===== config.mk =====
export PLATFORM = sky130hd
export DESIGN_NAME = gpio_pwm_capture_flat
export DESIGN_NICKNAME = d
export VERILOG_FILES = /design/src/rtl/gpio_pwm_capture_if.sv /design/src/rtl/gpio_pwm_capture.sv /design/src/flat_wrapper.sv
export SDC_FILE = /design/constraint.sdc
export NUM_CORES = 1
export LEC_CHECK = 0
export CAP_MARGIN = 5
export CORE_MARGIN = 2
export CORE_UTILIZATION = 45
export CTS_BUF_LIST = sky130_fd_sc_hd__clkbuf_16
export DETAILED_ROUTE_END_ITERATION = 16
export GPL_ROUTABILITY_DRIVEN = 0
export PLACE_DENSITY_LB_ADDON = 0.05
export REMOVE_ABC_BUFFERS = 1
export SKIP_CTS_REPAIR_TIMING = 1
export SYNTH_ARGS = -nofsm -noshare
export SYNTH_HDL_FRONTEND = slang
export SYNTH_SLANG_ARGS = --single-unit

===== constraint.sdc =====
create_clock -name clk -period 3.65 [get_ports clk]
set_input_delay 0.73 -clock clk [delete_from_list [all_inputs] [get_ports clk]]
set_output_delay 0.73 -clock clk [all_outputs]
set_load 0.01 [all_outputs]

===== src/rtl/gpio_pwm_capture_if.sv =====
`default_nettype none
// ============================================================================
// Module      : gpio_pwm_capture_if
// Description : Pin, control and result bundle for the GPIO PWM capture block.
// Revision    : 1.0 - initial release
// ============================================================================
interface gpio_pwm_capture_if;
    logic        pwm_in;
    logic [1:0]  cap_ctrl;
    logic [2:0]  cap_prescale;
    logic [11:0] cap_hout;
    logic [11:0] cap_lout;
    logic        cap_valid;
    logic        cap_busy;
    logic        cap_ovf;

    modport master (
        output pwm_in, cap_ctrl, cap_prescale,
        input  cap_hout, cap_lout, cap_valid, cap_busy, cap_ovf
    );

    modport slave (
        input  pwm_in, cap_ctrl, cap_prescale,
        output cap_hout, cap_lout, cap_valid, cap_busy, cap_ovf
    );
endinterface
`default_nettype wire


===== src/rtl/gpio_pwm_capture.sv =====
`default_nettype none
// ============================================================================
// Module      : gpio_pwm_capture
// Description : Measures high and low time of an external PWM pin in prescaled
//               ticks, using the same hout/lout/ctrl/prescale encodings as the
//               GPIO PWM generator.
// Revision    : 1.0 - initial release
// ============================================================================
module gpio_pwm_capture #(
    parameter int SYNC_STAGES = 2
) (
    input wire                 clk,
    input wire                 reset_n,
    gpio_pwm_capture_if.slave  bus
);

    localparam int PRIME_MAX = SYNC_STAGES + 1;
    localparam int PRIME_W   = $clog2(SYNC_STAGES + 2);

    typedef enum logic [2:0] {
        S_IDLE   = 3'd0,
        S_ARM    = 3'd1,
        S_MEAS_H = 3'd2,
        S_MEAS_L = 3'd3,
        S_DONE   = 3'd4
    } state_t;

    state_t                 state_q, state_d;
    logic [1:0]             ctrl_p1_q, ctrl_p1_d, ctrl_p2_q, ctrl_p2_d;
    logic [2:0]             prescale_p1_q, prescale_p1_d, prescale_p2_q, prescale_p2_d;
    logic [SYNC_STAGES-1:0] sync_q, sync_d;
    logic                   hist_q, hist_d;
    logic [PRIME_W-1:0]     prime_q, prime_d;
    logic [19:0]            pcnt_q, pcnt_d;
    logic [11:0]            hcnt_q, hcnt_d, lcnt_q, lcnt_d, hstore_q, hstore_d;
    logic [11:0]            hout_q, hout_d, lout_q, lout_d;
    logic                   valid_q, valid_d, busy_q, busy_d, ovf_q, ovf_d;

    logic        sync, primed, rise, fall, tick, abort, enabled, set_ovf;
    logic [19:0] n_div, pcnt_eff;

    always_comb begin
        ctrl_p1_d     = bus.cap_ctrl;
        ctrl_p2_d     = ctrl_p1_q;
        prescale_p1_d = bus.cap_prescale;
        prescale_p2_d = prescale_p1_q;
        sync_d        = {sync_q[SYNC_STAGES-2:0], bus.pwm_in};
        sync          = sync_q[SYNC_STAGES-1];
        hist_d        = sync;

        // Edges are suppressed until the synchronizer and history flop hold
        // real pin samples, so a pin already high at reset release is not a rise.
        primed  = (prime_q == PRIME_W'(PRIME_MAX));
        prime_d = primed ? prime_q : prime_q + PRIME_W'(1);
        rise    = primed & sync & ~hist_q;
        fall    = primed & ~sync & hist_q;

        case (prescale_p1_q)
            3'd1:    n_div = 20'd1;
            3'd2:    n_div = 20'd10;
            3'd3:    n_div = 20'd100;
            3'd4:    n_div = 20'd1000;
            3'd5:    n_div = 20'd10000;
            3'd6:    n_div = 20'd100000;
            3'd7:    n_div = 20'd1000000;
            default: n_div = 20'd0;
        endcase

        pcnt_eff = (rise | fall) ? 20'd0 : pcnt_q;
        tick     = (n_div != 20'd0) && (pcnt_eff == n_div - 20'd1);

        abort   = (ctrl_p1_q != ctrl_p2_q) || (prescale_p1_q != prescale_p2_q);
        enabled = ((ctrl_p1_q == 2'd1) || (ctrl_p1_q == 2'd2)) && (prescale_p1_q != 3'd0);

        state_d  = state_q;
        hcnt_d   = hcnt_q;
        lcnt_d   = lcnt_q;
        hstore_d = hstore_q;
        hout_d   = hout_q;
        lout_d   = lout_q;
        valid_d  = 1'b0;
        set_ovf  = 1'b0;

        case (state_q)
            S_IDLE: begin
                if (enabled) state_d = S_ARM;
            end
            S_ARM: begin
                if (abort) begin
                    state_d = S_IDLE;
                end else if (rise) begin
                    hcnt_d  = {11'd0, tick};
                    state_d = S_MEAS_H;
                end
            end
            S_MEAS_H: begin
                if (abort) begin
                    state_d = S_IDLE;
                end else if (fall) begin
                    hstore_d = hcnt_q;
                    lcnt_d   = {11'd0, tick};
                    state_d  = S_MEAS_L;
                end else if (tick) begin
                    if (hcnt_q == 12'hFFF) set_ovf = 1'b1;
                    else                   hcnt_d  = hcnt_q + 12'd1;
                end
            end
            S_MEAS_L: begin
                if (abort) begin
                    state_d = S_IDLE;
                end else if (rise) begin
                    hout_d  = hstore_q;
                    lout_d  = lcnt_q;
                    valid_d = 1'b1;
                    // In continuous mode this rise is tick position 0 of the next high phase.
                    if (ctrl_p1_q == 2'd2) begin
                        hcnt_d  = {11'd0, tick};
                        state_d = S_MEAS_H;
                    end else begin
                        state_d = S_DONE;
                    end
                end else if (tick) begin
                    if (lcnt_q == 12'hFFF) set_ovf = 1'b1;
                    else                   lcnt_d  = lcnt_q + 12'd1;
                end
            end
            S_DONE: begin
                if ((ctrl_p1_q == 2'd0) || (ctrl_p1_q == 2'd3)) state_d = S_IDLE;
            end
            default: state_d = S_IDLE;
        endcase

        if ((state_q == S_IDLE) || (state_q == S_DONE)) pcnt_d = 20'd0;
        else                                            pcnt_d = tick ? 20'd0 : pcnt_eff + 20'd1;

        busy_d = (state_d == S_ARM) || (state_d == S_MEAS_H) || (state_d == S_MEAS_L);
        ovf_d  = ((ctrl_p1_q == 2'd0) || (ctrl_p1_q == 2'd3)) ? 1'b0 : (ovf_q | set_ovf);
    end

    always_ff @(posedge clk or negedge reset_n) begin
        if (!reset_n) begin
            state_q       <= S_IDLE;
            ctrl_p1_q     <= 2'd0;
            ctrl_p2_q     <= 2'd0;
            prescale_p1_q <= 3'd0;
            prescale_p2_q <= 3'd0;
            sync_q        <= '0;
            hist_q        <= 1'b0;
            prime_q       <= '0;
            pcnt_q        <= 20'd0;
            hcnt_q        <= 12'd0;
            lcnt_q        <= 12'd0;
            hstore_q      <= 12'd0;
            hout_q        <= 12'd0;
            lout_q        <= 12'd0;
            valid_q       <= 1'b0;
            busy_q        <= 1'b0;
            ovf_q         <= 1'b0;
        end else begin
            state_q       <= state_d;
            ctrl_p1_q     <= ctrl_p1_d;
            ctrl_p2_q     <= ctrl_p2_d;
            prescale_p1_q <= prescale_p1_d;
            prescale_p2_q <= prescale_p2_d;
            sync_q        <= sync_d;
            hist_q        <= hist_d;
            prime_q       <= prime_d;
            pcnt_q        <= pcnt_d;
            hcnt_q        <= hcnt_d;
            lcnt_q        <= lcnt_d;
            hstore_q      <= hstore_d;
            hout_q        <= hout_d;
            lout_q        <= lout_d;
            valid_q       <= valid_d;
            busy_q        <= busy_d;
            ovf_q         <= ovf_d;
        end
    end

    assign bus.cap_hout  = hout_q;
    assign bus.cap_lout  = lout_q;
    assign bus.cap_valid = valid_q;
    assign bus.cap_busy  = busy_q;
    assign bus.cap_ovf   = ovf_q;

endmodule
`default_nettype wire


===== src/flat_wrapper.sv =====
// flat-port wrapper written by rule: the top's interface ports become plain ports
module gpio_pwm_capture_flat 
#(
    parameter int SYNC_STAGES = 2
)
  (clk, reset_n, bus_pwm_in, bus_cap_ctrl, bus_cap_prescale, bus_cap_hout, bus_cap_lout, bus_cap_valid, bus_cap_busy, bus_cap_ovf);
  gpio_pwm_capture_if bus_i ();
  input wire clk;
  input wire reset_n;
  input wire logic [$bits(bus_i.pwm_in)-1:0] bus_pwm_in;
  input wire logic [$bits(bus_i.cap_ctrl)-1:0] bus_cap_ctrl;
  input wire logic [$bits(bus_i.cap_prescale)-1:0] bus_cap_prescale;
  output wire logic [$bits(bus_i.cap_hout)-1:0] bus_cap_hout;
  output wire logic [$bits(bus_i.cap_lout)-1:0] bus_cap_lout;
  output wire logic [$bits(bus_i.cap_valid)-1:0] bus_cap_valid;
  output wire logic [$bits(bus_i.cap_busy)-1:0] bus_cap_busy;
  output wire logic [$bits(bus_i.cap_ovf)-1:0] bus_cap_ovf;
  assign bus_i.pwm_in = bus_pwm_in;
  assign bus_i.cap_ctrl = bus_cap_ctrl;
  assign bus_i.cap_prescale = bus_cap_prescale;
  assign bus_cap_hout = bus_i.cap_hout;
  assign bus_cap_lout = bus_i.cap_lout;
  assign bus_cap_valid = bus_i.cap_valid;
  assign bus_cap_busy = bus_i.cap_busy;
  assign bus_cap_ovf = bus_i.cap_ovf;
  gpio_pwm_capture #(.SYNC_STAGES(SYNC_STAGES)) u_core (.clk(clk), .reset_n(reset_n), .bus(bus_i));
endmodule

==> impl_metrics.py <==
metrics = {
    "cells_and_area": {
        "antenna_cells_inserted": 0,
        "nFillCells": 1138,
        "multi_input_comb_area_sq_um": 2750,
        "final_util_pct": 53.0,
        "layout.cell_area.non_filler_sq_um": 6310,
        "areaGrowthSynthToFinish_pct": 15.6,
        "post_route_cells_drive_above_1_share_pct": 12.2,
        "final_common_cell": "dfrtp_1",
        "area_of_all_sequential_standard_cells_sq_um": 2530,
        "most-common-layout-cells": "dfrtp_1, nand2_1, nor2_1",
        "final_net_count": 623,
    },
    "placement": {
        "placed_area_sq_um": 6010,
        "dp_hpwl_mm": 8.58,
        "port_buffers": 34,
    },
    "critical_path": {
        "cp_num_buf_inv": 3,
        "worst_setup_path_end_kind": "flop",
        "critical_path_class": "flop to flop",
        "critical_path.reg2reg.endpoint": "u_core.hcnt_q[5]",
        "crit_family": "simple AND/OR/NAND/NOR gates",
        "arrival_ns": 3.63,
        "critical-path-max-stage-delay_ns": 0.48,
        "critical_path.startpoint": "u_core.prescale_p1_q[0]",
        "critical-path-slowest-cell": "or4_1",
        "setup.reg_to_reg.worst_slack_ns": 0.30,
        "timing.critical_path.cells": "inv_1 > ha_1 > nand2_1 > ha_1 > buf_4 > xnor2_1 > or4b_1 > a21boi_1 > o211ai_1 > nand4bb_1 > buf_4 > or4_1 > a21oi_1",
        "worstRegToRegCells": 13,
        "worstReg2RegStart": "u_core.prescale_p1_q[0]",
        "startpoint_kind_of_the_worst_setup_timing_path": "flop",
        "worst-path-max-fanout": 23,
        "worst-endpoint-required_ns": 3.93,
    },
    "power_and_ir_drop": {
        "power_density_nw_per_um2": 366,
        "ir_drop_worst_case_vdd_v": 0.000186,
        "total_leakage_power_uw": 0.00280,
    },
    "cts": {
        "ctsHtreeMaxLevel": 3,
        "cts_sinks": 101,
        "worst_skew_pair.late_latency_ns": 0.35,
        "clock_buffers_created_by_tritoncts": 9,
        "clock_tree.buffer_depth": 2,
        "clock-root-buffer": "clkbuf_16",
        "tritoncts_clock_tree": "built",
        "clkTransAtPathRegs_ns": 0.07,
    },
    "detailed_routing": {
        "dr_total_vias": 4142,
        "drcViolationCount": 0,
        "first_iter_violations": 208,
        "detail_route.first_pass.iterations": 4,
        "viasPerCell": 5.48,
        "drtAntennaViolNets": 0,
        "route.final.wire_length_mm": 11.9,
        "drt-wirelength-per-cell_um": 15.7,
    },
    "timing": {
        "rsz_0062_raised_after_global_routing": "false",
        "worst_pin_slew_ns": 0.761,
        "timing.slew.headroom_pct": 49.3,
        "timing.fmax_ghz": 0.298,
        "slew_viol_final": 0,
        "fin_crit_sh_pct": 91.8,
        "report.final.hold_viol_count": 0,
        "final-setup-viol-count": 0,
        "worst_clock_skew_ns": 0.00534,
        "finalCriticalPeriod_ns": 3.35,
    },
    "global_route": {
        "groute.usage.overall_pct": 19.9,
        "total_overflow_reported_by_the_global_router": 0,
        "grt_antenna_before_repair": 0,
        "grt_pass1_vias": 4059,
        "grt_first_pass_wirelength_mm": 20.5,
        "grt_start_max_net_pins": 58,
    },
    "min_path": {
        "hp-class": "flop to flop",
        "worstHoldEndpoint": "u_core.sync_q[1]",
        "hold_path_startpoint": "u_core.sync_q[0]",
        "holdPathStages": 0,
    },
    "floorplan": {
        "start_util_pct": 45.9,
        "die_y_um": 114,
        "design.core.area_sq_um": 11900,
        "boundaryPins": 35,
        "fp.dieArea_sq_um": 13000,
        "std_cell_rows": 40,
        "chipWidth_um": 114,
    },
    "run": {
        "maxCapViolCount": 0,
    },
    "logic_synthesis": {
        "yosysWarningCount": 0,
        "synth_edf_count": 0,
        "synthFlopType": "dfrtp_1",
        "seq_area_frac_synth_pct": 46.3,
        "syn_avg_cell_area_sq_um": 9.62,
        "synth_area_sq_um": 5460,
        "synthesis.instances": 568,
        "async_flop_share_pct": 100,
        "yosys_register_bits": 101,
        "yosys.cell_types.count": 67,
    },
    "outcome": {
        "outcome": "completed",
    },
}
==> per-stage QoR <==
stage / TNS, ns / setup slack, ns / power, uW / hold slack, ns / std cells
2_1_floorplan: -0.0214 / -0.0214 / 1290 / 0.331 / 538
3_3_place_gp: 0 / 0.437 / 1370 / 0.336 / 740
3_5_place_dp: 0 / 0.258 / 1370 / 0.350 / 740
4_1_cts: 0 / 0.249 / 2340 / 0.362 / 756
5_1_grt: 0 / 0.0363 / 2410 / 0.357 / 756
6_report: 0 / 0.298 / 2310 / 0.358 / 756
==> layout make-up <==
| cell class | count | area share (%) |
|---|---|---|
| Multi-Input combinational cell | 419 | 43.6 |
| Sequential cell | 101 | 40.0 |
| Inverter | 18 | 1.07 |
| Clock inverter | 7 | 1.03 |
| Clock buffer | 9 | 3.57 |
| Timing Repair Buffer | 55 | 7.85 |
| Tap cell | 147 | 2.91 |
==> cells in the mapped netlist, types with 7 or more instances <==
| cell | number | area (sq um) |
|---|---|---|
| a21oi_1 | 15 | 75.1 |
| and3_1 | 8 | 50.1 |
| nand2b_1 | 7 | 43.8 |
| nand3_1 | 18 | 90.1 |
| o211ai_1 | 10 | 75.1 |
| mux2_2 | 26 | 293 |
| nor3_1 | 10 | 50.1 |
| ha_1 | 11 | 138 |
| or4b_1 | 7 | 70.1 |
| xor2_1 | 18 | 158 |
| nor2_1 | 38 | 143 |
| o21ai_0 | 21 | 105 |
| dfrtp_1 | 101 | 2530 |
| nand2_1 | 90 | 338 |
| or3_1 | 17 | 106 |
| inv_1 | 18 | 67.6 |
| nand4_1 | 9 | 56.3 |
| buf_2 | 8 | 40.0 |
| xnor2_1 | 21 | 184 |
| clkbuf_1 | 18 | 67.6 |
==> kinds of logic (layout without fill, tap and decap cells) <==
| logic type | after synthesis | count (layout) | share of synthesized area (%) |
|---|---|---|---|
| buffers and inverters | 48 | 89 | 3.62 |
| adders and majority gates | 11 | 11 | 2.52 |
| muxes | 32 | 32 | 6.48 |
| DFF | 101 | 101 | 46.3 |
| xor gates and xnor gates | 40 | 40 | 6.55 |
| AOI/OAI and AO/OA | 90 | 90 | 11.2 |
| and+or+nand+nor | 246 | 246 | 23.4 |
==> registers in the layout (all words and copies together) (netlist names), 3 cells and up <==
signal / count
u_core.hcnt_q: 12
u_core.hstore_q: 12
u_core.prescale_p1_q: 3
u_core.state_q: 3
u_core.bus.cap_lout: 12
u_core.prescale_p2_q: 3
u_core.pcnt_q: 20
u_core.bus.cap_hout: 12
u_core.lcnt_q: 12
==> worst max-delay path by stage <==
stage | to | slack (ns) | depth (start not counted)
after CTS | u_core.pcnt_q[18] | 0.25 | 11
after detailed placement | u_core.pcnt_q[5] | 0.26 | 11
after global placement | u_core.pcnt_q[6] | 0.44 | 11
after floorplan | u_core.hcnt_q[5] | -0.02 | 12
after global routing | u_core.hcnt_q[5] | 0.04 | 12
final | u_core.hcnt_q[5] | 0.30 | 13
==> per-layer routing <==
layer / global-route usage (%) / vias up / share of wire (%)
met3: 2.75 / 19 / 1.9
met5: 0 / - / 0
met1: 25.9 / 1992 / 48
met2: 32.9 / 51 / 48
met4: 9.43 / 0 / 2.7
li1: - / 2080 / -
==> power breakdown <==
group | internal, uW | switching (uW)
sequential | 1130 | 10.5
combinational | 82.6 | 126
clock | 528 | 430
Power figures use the tool's default switching activity.
